==> src/rtl/key_gen_pkg.sv <==
// -----------------------------------------------------------------------------
// key_gen_pkg
// Shared constants for the key stimulus generators: FSM state encoding,
// LFSR feedback tap mask and the default LFSR seed.
// -----------------------------------------------------------------------------
package key_gen_pkg;

    // FSM state encoding
    localparam logic [1:0] IDLE      = 2'd0;
    localparam logic [1:0] PRESS_BNC = 2'd1;
    localparam logic [1:0] HOLD      = 2'd2;
    localparam logic [1:0] REL_BNC   = 2'd3;

    // Fibonacci taps 16,14,13,11 expressed as bit positions 15,13,12,10
    localparam logic [15:0] LFSR_TAP_MASK = 16'hB400;

    // Default seed; any nonzero value keeps the LFSR out of the lock-up state
    localparam logic [15:0] LFSR_SEED_DEFAULT = 16'hACE1;

endpackage

==> src/rtl/lfsr16.sv <==
// -----------------------------------------------------------------------------
// lfsr16
// Free-running 16-bit Fibonacci LFSR. The seed is loaded while rst_n is low
// (synchronous); afterwards the register advances on every clock.
// Ports:
//   clk   in   system clock
//   rst_n in   synchronous active-low reset, loads seed
//   seed  in   16-bit reset value, must be nonzero
//   o_q   out  current LFSR state
// -----------------------------------------------------------------------------
module lfsr16
    import key_gen_pkg::*;
(
    input  logic        clk,
    input  logic        rst_n,
    input  logic [15:0] seed,
    output logic [15:0] o_q
);

    logic [15:0] q_q;
    logic [15:0] q_d;
    logic        fb;

    always_comb begin
        fb  = ^(q_q & LFSR_TAP_MASK);
        q_d = {q_q[14:0], fb};
    end

    always_ff @(posedge clk) begin
        if (!rst_n) begin
            q_q <= seed;
        end else begin
            q_q <= q_d;
        end
    end

    assign o_q = q_q;

endmodule

==> src/rtl/key_bounce_gen.sv <==
// -----------------------------------------------------------------------------
// key_bounce_gen
// Drives a raw active-low push-button line. Each accepted start produces one
// press / hold / release event, optionally with LFSR-driven contact bounce on
// both edges.
// Ports:
//   clk            in   system clock
//   rst_n          in   synchronous active-low reset
//   i_start        in   one-cycle event request, honoured only when idle
//   i_bounce_en    in   1 = bounce on both edges (latched with i_start)
//   i_hold_cycles  in   stable-low length, latched with i_start, 0 acts as 1
//   i_abort        in   terminate the current event on the next edge
//   o_Key          out  raw key line, 1 = released, 0 = pressed
//   o_busy         out  high while an event is in progress
//   o_done         out  one-cycle pulse on normal completion
//   o_press_cnt    out  completed event count, wraps at 16 bits
// Handshake: i_start is a request that is consumed only on an edge where the
// FSM is IDLE and i_abort is low; otherwise it is dropped (never queued).
// -----------------------------------------------------------------------------
module key_bounce_gen
    import key_gen_pkg::*;
#(
    parameter int          BOUNCE_CYCLES = 100000,
    parameter int          BNC_W         = 17,
    parameter int          SEG_W         = 12,
    parameter int          HOLD_W        = 24,
    parameter logic [15:0] LFSR_SEED     = LFSR_SEED_DEFAULT
) (
    input  logic              clk,
    input  logic              rst_n,
    input  logic              i_start,
    input  logic              i_bounce_en,
    input  logic [HOLD_W-1:0] i_hold_cycles,
    input  logic              i_abort,
    output logic              o_Key,
    output logic              o_busy,
    output logic              o_done,
    output logic [15:0]       o_press_cnt
);

    localparam logic [BNC_W-1:0] WIN_LOAD = BNC_W'(BOUNCE_CYCLES - 1);

    logic [1:0]        state_q,  state_d;
    logic              key_q,    key_d;
    logic              busy_q,   busy_d;
    logic              done_q,   done_d;
    logic [15:0]       cnt_q,    cnt_d;
    logic [BNC_W-1:0]  win_q,    win_d;
    logic [SEG_W-1:0]  seg_q,    seg_d;
    logic [HOLD_W-1:0] hold_q,   hold_d;
    logic              bnc_en_q, bnc_en_d;

    logic [15:0]       lfsr_val;
    logic [SEG_W-1:0]  seg_seed;
    logic              unused_lfsr_bits;

    lfsr16 u_lfsr (
        .clk   (clk),
        .rst_n (rst_n),
        .seed  (LFSR_SEED),
        .o_q   (lfsr_val)
    );

    // Forcing bit 0 guarantees every bounce segment is at least one clock
    assign seg_seed         = lfsr_val[SEG_W-1:0] | SEG_W'(1);
    assign unused_lfsr_bits = ^lfsr_val;

    always_comb begin
        state_d  = state_q;
        key_d    = key_q;
        done_d   = 1'b0;
        cnt_d    = cnt_q;
        win_d    = win_q;
        seg_d    = seg_q;
        hold_d   = hold_q;
        bnc_en_d = bnc_en_q;

        case (state_q)
            IDLE: begin
                if (i_start && !i_abort) begin
                    key_d    = 1'b0;
                    bnc_en_d = i_bounce_en;
                    // Hold counter counts down to 0, so load H-1 with H = max(i,1)
                    hold_d   = (i_hold_cycles == '0) ? '0 : i_hold_cycles - HOLD_W'(1);
                    if (i_bounce_en) begin
                        state_d = PRESS_BNC;
                        win_d   = WIN_LOAD;
                        seg_d   = seg_seed;
                    end else begin
                        state_d = HOLD;
                    end
                end
            end

            PRESS_BNC, REL_BNC: begin
                if (win_q == '0) begin
                    // Window end: the final level wins over any pending toggle
                    key_d = (state_q == REL_BNC);
                    if (state_q == PRESS_BNC) begin
                        state_d = HOLD;
                    end else begin
                        state_d = IDLE;
                        done_d  = 1'b1;
                        cnt_d   = cnt_q + 16'd1;
                    end
                end else begin
                    win_d = win_q - BNC_W'(1);
                    if (seg_q == '0) begin
                        key_d = ~key_q;
                        seg_d = seg_seed;
                    end else begin
                        seg_d = seg_q - SEG_W'(1);
                    end
                end
            end

            HOLD: begin
                if (hold_q == '0) begin
                    key_d = 1'b1;
                    if (bnc_en_q) begin
                        state_d = REL_BNC;
                        win_d   = WIN_LOAD;
                        seg_d   = seg_seed;
                    end else begin
                        state_d = IDLE;
                        done_d  = 1'b1;
                        cnt_d   = cnt_q + 16'd1;
                    end
                end else begin
                    hold_d = hold_q - HOLD_W'(1);
                end
            end

            default: begin
                state_d = IDLE;
                key_d   = 1'b1;
            end
        endcase

        // Abort overrides everything above; in IDLE it also blocks a start
        if (i_abort && (state_q != IDLE)) begin
            state_d = IDLE;
            key_d   = 1'b1;
            done_d  = 1'b0;
            cnt_d   = cnt_q;
        end

        busy_d = (state_d != IDLE);
    end

    always_ff @(posedge clk) begin
        if (!rst_n) begin
            state_q  <= IDLE;
            key_q    <= 1'b1;
            busy_q   <= 1'b0;
            done_q   <= 1'b0;
            cnt_q    <= '0;
            win_q    <= '0;
            seg_q    <= '0;
            hold_q   <= '0;
            bnc_en_q <= 1'b0;
        end else begin
            state_q  <= state_d;
            key_q    <= key_d;
            busy_q   <= busy_d;
            done_q   <= done_d;
            cnt_q    <= cnt_d;
            win_q    <= win_d;
            seg_q    <= seg_d;
            hold_q   <= hold_d;
            bnc_en_q <= bnc_en_d;
        end
    end

    assign o_Key       = key_q;
    assign o_busy      = busy_q;
    assign o_done      = done_q;
    assign o_press_cnt = cnt_q;

endmodule

==> config.mk <==
export PLATFORM = sky130hd
export DESIGN_NAME = key_bounce_gen
export DESIGN_NICKNAME = d
export VERILOG_FILES = /design/src/rtl/key_gen_pkg.sv /design/src/rtl/lfsr16.sv /design/src/rtl/key_bounce_gen.sv
export SDC_FILE = /design/constraint.sdc
export NUM_CORES = 1
export LEC_CHECK = 0
export ABC_CLOCK_PERIOD_IN_PS = 3800
export BUFFER_PORTS_ARGS = -buffer_cell sky130_fd_sc_hd__buf_4
export CAP_MARGIN = 20
export CORE_MARGIN = 10
export CORE_UTILIZATION = 41
export DETAILED_ROUTE_END_ITERATION = 10
export PLACE_DENSITY_LB_ADDON = 0.12
export SLEW_MARGIN = 15
export SYNTH_ARGS = -nofsm -noshare
export SYNTH_HDL_FRONTEND = slang
export SYNTH_HIERARCHICAL = 1
export SYNTH_SLANG_ARGS = --single-unit
==> constraint.sdc <==
create_clock -name clk -period 3.8 [get_ports clk]
set_input_delay 0.19 -clock clk [delete_from_list [all_inputs] [get_ports clk]]
set_output_delay 0.19 -clock clk [all_outputs]
set_load 0.02 [all_outputs]
# Yosys cells after proc, flatten, opt, wreduce, memory -nomap -nowiden
# Cells that the tools add are included.
dict set report word_totals {
  word_cells 91
  ff_bits 91
}
dict set report op_classes {
  reduce_logical 20
  bitwise 3
  eq_ne 13
  n_mux 40
  add_sub_neg 5
}
# operator n
set ops {}
lappend ops {{17-bit two-way mux} 5}
lappend ops {{12-bit two-way mux} 6}
lappend ops {{24-bit two-way mux} 3}
lappend ops {{16-bit two-way mux} 4}
lappend ops {{17-bit case mux with 3 select lines} 1}
lappend ops {{24-bit logical NOT} 2}
lappend ops {{24-bit case mux with 2 select lines} 1}
lappend ops {{24-bit by 1-bit subtractor with 24-bit output (second input constant)} 2}
lappend ops {{12-bit case mux with 3 select lines} 1}
lappend ops {{16-bit case mux with 2 select lines} 1}
lappend ops {{2-bit != test (second input constant)} 9}
lappend ops {{17-bit logical NOT} 1}
lappend ops {{17-bit by 1-bit subtractor with 17-bit output (second input constant)} 1}
lappend ops {{16-bit by 1-bit adder with 16-bit output (second input constant)} 1}
lappend ops {{16-bit parity} 1}
lappend ops {{2-bit two-way mux} 7}
lappend ops {{12-bit logical NOT} 1}
lappend ops {{12-bit by 1-bit subtractor with 12-bit output (second input constant)} 1}
lappend ops {{1-bit two-way mux} 8}
lappend ops {{2-bit nonzero test} 4}
lappend ops {{2-bit case mux with 3 select lines} 1}
lappend ops {{3-bit AND reduction} 2}
lappend ops {{6-bit AND reduction} 1}
lappend ops {{5-bit AND reduction} 1}
lappend ops {{11 further kinds} 16}

# Longest topological paths before layout
dict set report logic_depth {
  depth_word 6
  mapped_depth 11
}

# Modules after synthesis
# Netlist, hierarchy kept.
# mod cells_per_inst instances seq_area_each_um2 area_each_um2
set modules_own_cells {}
lappend modules_own_cells {key_bounce_gen 590 1 1501.4 4623.2}
lappend modules_own_cells {lfsr16 38 1 320.3 585.6}

# Worst setup path before layout
# OpenSTA, ideal clock, no wires.
dict set report synth_path {
  path_kind {register to register}
  startpoint {register hold_q[6]}
  endpoint {register win_q[5]}
  required_time_ns 3.729
  stages_incl_launch_ff 11
  period_less_slack_ns 2.856
  path_slack_ns 0.944
  setup_time_ns 0.071
  arrival_ns 2.786
  path_cell_list {dfxtp_1 or4_1 buf_2 or4_4 buf_6 o31a_1 buf_6 and2_1 buf_6 or3_1 a21oi_1}
}
dict set report synth_via {
  elab_chain_cells 3
}
# item line
set synth_lines {}
lappend synth_lines {{start: declaration} key_bounce_gen.sv:50} ;# logic [HOLD_W-1:0] hold_q, hold_d;
lappend synth_lines {{start signal: assignment} key_bounce_gen.sv:170} ;# hold_q <= hold_d;
lappend synth_lines {{24-bit logical NOT} key_bounce_gen.sv:118} ;# if (hold_q == '0) begin
lappend synth_lines {{2-bit != test (no source line)} -}
lappend synth_lines {{5-bit AND reduction (no source line)} -}
lappend synth_lines {{end signal: assignment} key_bounce_gen.sv:168} ;# win_q <= win_d;
lappend synth_lines {{end: declaration} key_bounce_gen.sv:48} ;# logic [BNC_W-1:0] win_q, win_d;
# No other way between the ends.
# A chain may end at the register's enable or synchronous reset.

# Worst setup path after layout
dict set report layout_path {
  startpoint {register hold_q[6]}
  endpoint {register cnt_q[7], in the netlist o_press_cnt[7]}
}
dict set report layout_via {
  elab_chain_cells 3
}
# item line
set layout_lines {}
lappend layout_lines {{24-bit logical NOT} key_bounce_gen.sv:118}
lappend layout_lines {{2-bit != test (no source line)} -}
lappend layout_lines {{6-bit AND reduction (no source line)} -}
lappend layout_lines {{end signal: assignment} key_bounce_gen.sv:167} ;# cnt_q <= cnt_d;
lappend layout_lines {{end: declaration} key_bounce_gen.sv:47} ;# logic [15:0] cnt_q, cnt_d;
# No other way between the ends.

==> results.cfg <==
[sta]
holdWs_ns = 0.145
fin_setup_tns_ns = 0
timing.final.crit_share_pct = 82.3
maxSlewHeadroom_pct = 25.1
skew_ns = 0.00784
setup_viol = 0
min_period_ns = 3.13
rsz0062_at_grt = no
hold_viol = 0
slew_violations = 0
worst_pin_slew_ns = 1.11
fmax_mhz = 320

[worst_setup_path]
path_buf_inv = 0
max_stage_delay_ns = 0.67
crit_type = register to register
timing.critical_path.mode_cell = or4_1
cp_cell_sequence = or4_1 > or4_4 > nor4_4 > o21ai_2 > or4_1 > a21oi_1
cp_max_fo = 19
startpoint_type = register
slowest_stage = or4_1
crit_path_end_kind = register
crit_family = simple AND/OR/NAND/NOR gates
arrival_ns = 3.41
cp.required_ns = 4.09

[global_routing]
use_met1_pct = 18.7
grt_max_degree = 44
top_usage_layer = met2
grt_overflow = 0
grt_pass1_vias = 4728
grt_first_pass_wirelength_mm = 22.8
grt_usage_pct = 15.3
antenna_found_initial = 0
met2_usage_pct = 25.8
use_met3_pct = 4.09

[routing]
viasPerCell = 5.72
drt.antenna.violating_nets = 0
drc = 0
wirelength_mm = 13.6
via_count = 4870
dr.pass1.iters = 7
wl_per_cell_um = 15.9
first_iter_violations = 362

[cts]
clock_latency_ns = 0.35
cts_resized = 0
root_buffer = clkbuf_16
cts_made_buffers = 9
cts_setup_buffers = 0
cts_tree = built
cts_sinks = 91
hold_buffers = 0
clkTransAtPathRegs_ns = 0.07
htree_levels = 3
clockBufferDepth = 2

[cells_and_area]
seq_area_um2 = 1820
antenna_cells = 0
fillers = 1250
multi_input_area_um2 = 3190
synthToLayoutAreaGrowth_pct = 15.9
nNetsFinal = 712
drive_gt1_share_pct = 15.0

[synth]
synth.area.top_cells = dfxtp_1 (35%), xnor2_1 (5.0%), a21oi_1 (4.5%)
synth_ff_type = dfxtp_1
synth_largest_area_cell = dfxtp_1
synth_top_area_share_pct = 35.0
synth_edf_count = 0
seq_area_frac_synth_pct = 35.0
yosysUniqueCellTypes = 67
netlist_instances = 628
synth_seq_cells = 91
synth_area_um2 = 5210
async_flop_share_pct = 0
yosys_warnings = 6
synth_most_common_cell = dfxtp_1
avgSynthCellArea_um2 = 8.29
synth_commonest_cells = dfxtp_1 (91), nor2_1 (55), nand2_1 (51)

[run_status]
status = finished clean

[placement]
gp_congestion = 0.891
detailed_place_hpwl_mm = 9.75
numPortBuffers = 47

[die]
coreArea_um2 = 12500
die-area_um2 = 17600
die_h_um = 133
die_x_um = 133
start_util_pct = 41.6
fp-row-count = 41
io_pins = 48

[run]
cap_violations = 0

[pwr]
combinationalPowerShare_pct = 25.6
clkPwrFrac_pct = 33.8
vdd_drop_max_mv = 0.275
netSwitchingFraction_pct = 32.1
internal-power_mw = 1.86
power_density_nw_per_um2 = 453
p_sw_mw = 0.877
seqPwrFrac_pct = 40.6
leakage_nw = 2.23

[hold_path]
hold_path.class = input pin to register
==> registers in the layout (all words and copies together) (netlist names) <==
signal,flops
bnc_en_q,1
state_q,2
o_Key,1
o_busy,1
seg_q,12
hold_q,24
u_lfsr/o_q,16
win_q,17
o_done,1
o_press_cnt,16
==> metal layers <==
layer  vias up  part of all wire, %  routed length, µm
met3        10                  5.0                677
met4         0                 0.82                112
met2       135                   49               6610
met1      2292                   46               6190
met5         -                    0                  0
li1       2433                    -                  -
==> final cells by class <==
cell class | instances | area share [%]
multi-input combinational | 497 | 52.8
clock buffer | 12 | 4.25
timing repair buffer | 59 | 7.34
tap | 172 | 3.57
inverter | 17 | 1.06
sequential | 91 | 30.2
clock inverter | 4 | 0.808
==> final timing paths <==
path,start,endpoint,slack (ns),cells after the start
worst min-delay path,i_hold_cycles[21],hold_q[21],0.14,3
worst max register to register,hold_q[6],o_press_cnt[7],0.67,6
worst max-delay path,hold_q[6],o_press_cnt[7],0.67,6
worst min register to register,u_lfsr/o_q[14],u_lfsr/o_q[15],0.46,1
==> layout by cell type, fill, tap and decap left out, types with 11 or more instances in the layout <==
master | synthesis | routed
a211oi_1 | 11 | 11
a21oi_1 | 47 | 47
buf_4 | 0 | 59
conb_1 | 2 | 16
dfxtp_1 | 91 | 91
inv_1 | 17 | 17
nand2_1 | 51 | 51
nand3_1 | 17 | 17
nor2_1 | 55 | 55
nor3_1 | 26 | 26
nor4_1 | 15 | 15
o21ai_0 | 32 | 31
o22ai_1 | 15 | 15
o31ai_1 | 11 | 11
or4_1 | 21 | 21
xnor2_1 | 30 | 30
==> metrics by stage <==
stage               cell area, µm²  util [%]  setup WS, ns  power [mW]  std cells
floorplan                     5260         -         0.944        1.64        642
global placement              5730      45.8         0.757        1.81        836
detailed placement            5730      45.8         0.689        1.82        836
CTS                           6040      48.2         0.685        2.76        852
global route                  6040      48.2         0.494        2.89        852
finish                        6040      48.2         0.673        2.73        852
==> power groups by stage <==
stage	Combinational [mW]	Clock, mW	Sequential (mW)
4_1_cts	0.696	0.955	1.11
3_5_place_dp	0.693	0	1.13
2_1_floorplan	0.529	0	1.11
3_3_place_gp	0.688	0	1.13
6_report	0.700	0.923	1.11
5_1_grt	0.777	0.991	1.12
==> worst register-to-register path, cell delays in order, from the launching register on <==
cell,delay [ns]
dfxtp_1,0.35
or4_1,0.67
or4_4,0.63
nor4_4,0.41
o21ai_2,0.29
or4_1,0.58
a21oi_1,0.14
==> kinds of logic after synthesis <==
kind of cell,count (synthesis),synth area share (%)
AOI/OAI and AO/OA,179,23.2
xor gates and xnor gates,39,6.56
DFF,91,35.0
and+or+nand+nor,236,23.8
buffers and inverters,54,4.85
muxes,19,4.61
other,2,0.144
adders and majority gates,8,1.92
No activity file was read; power rests on OpenSTA's default activity.
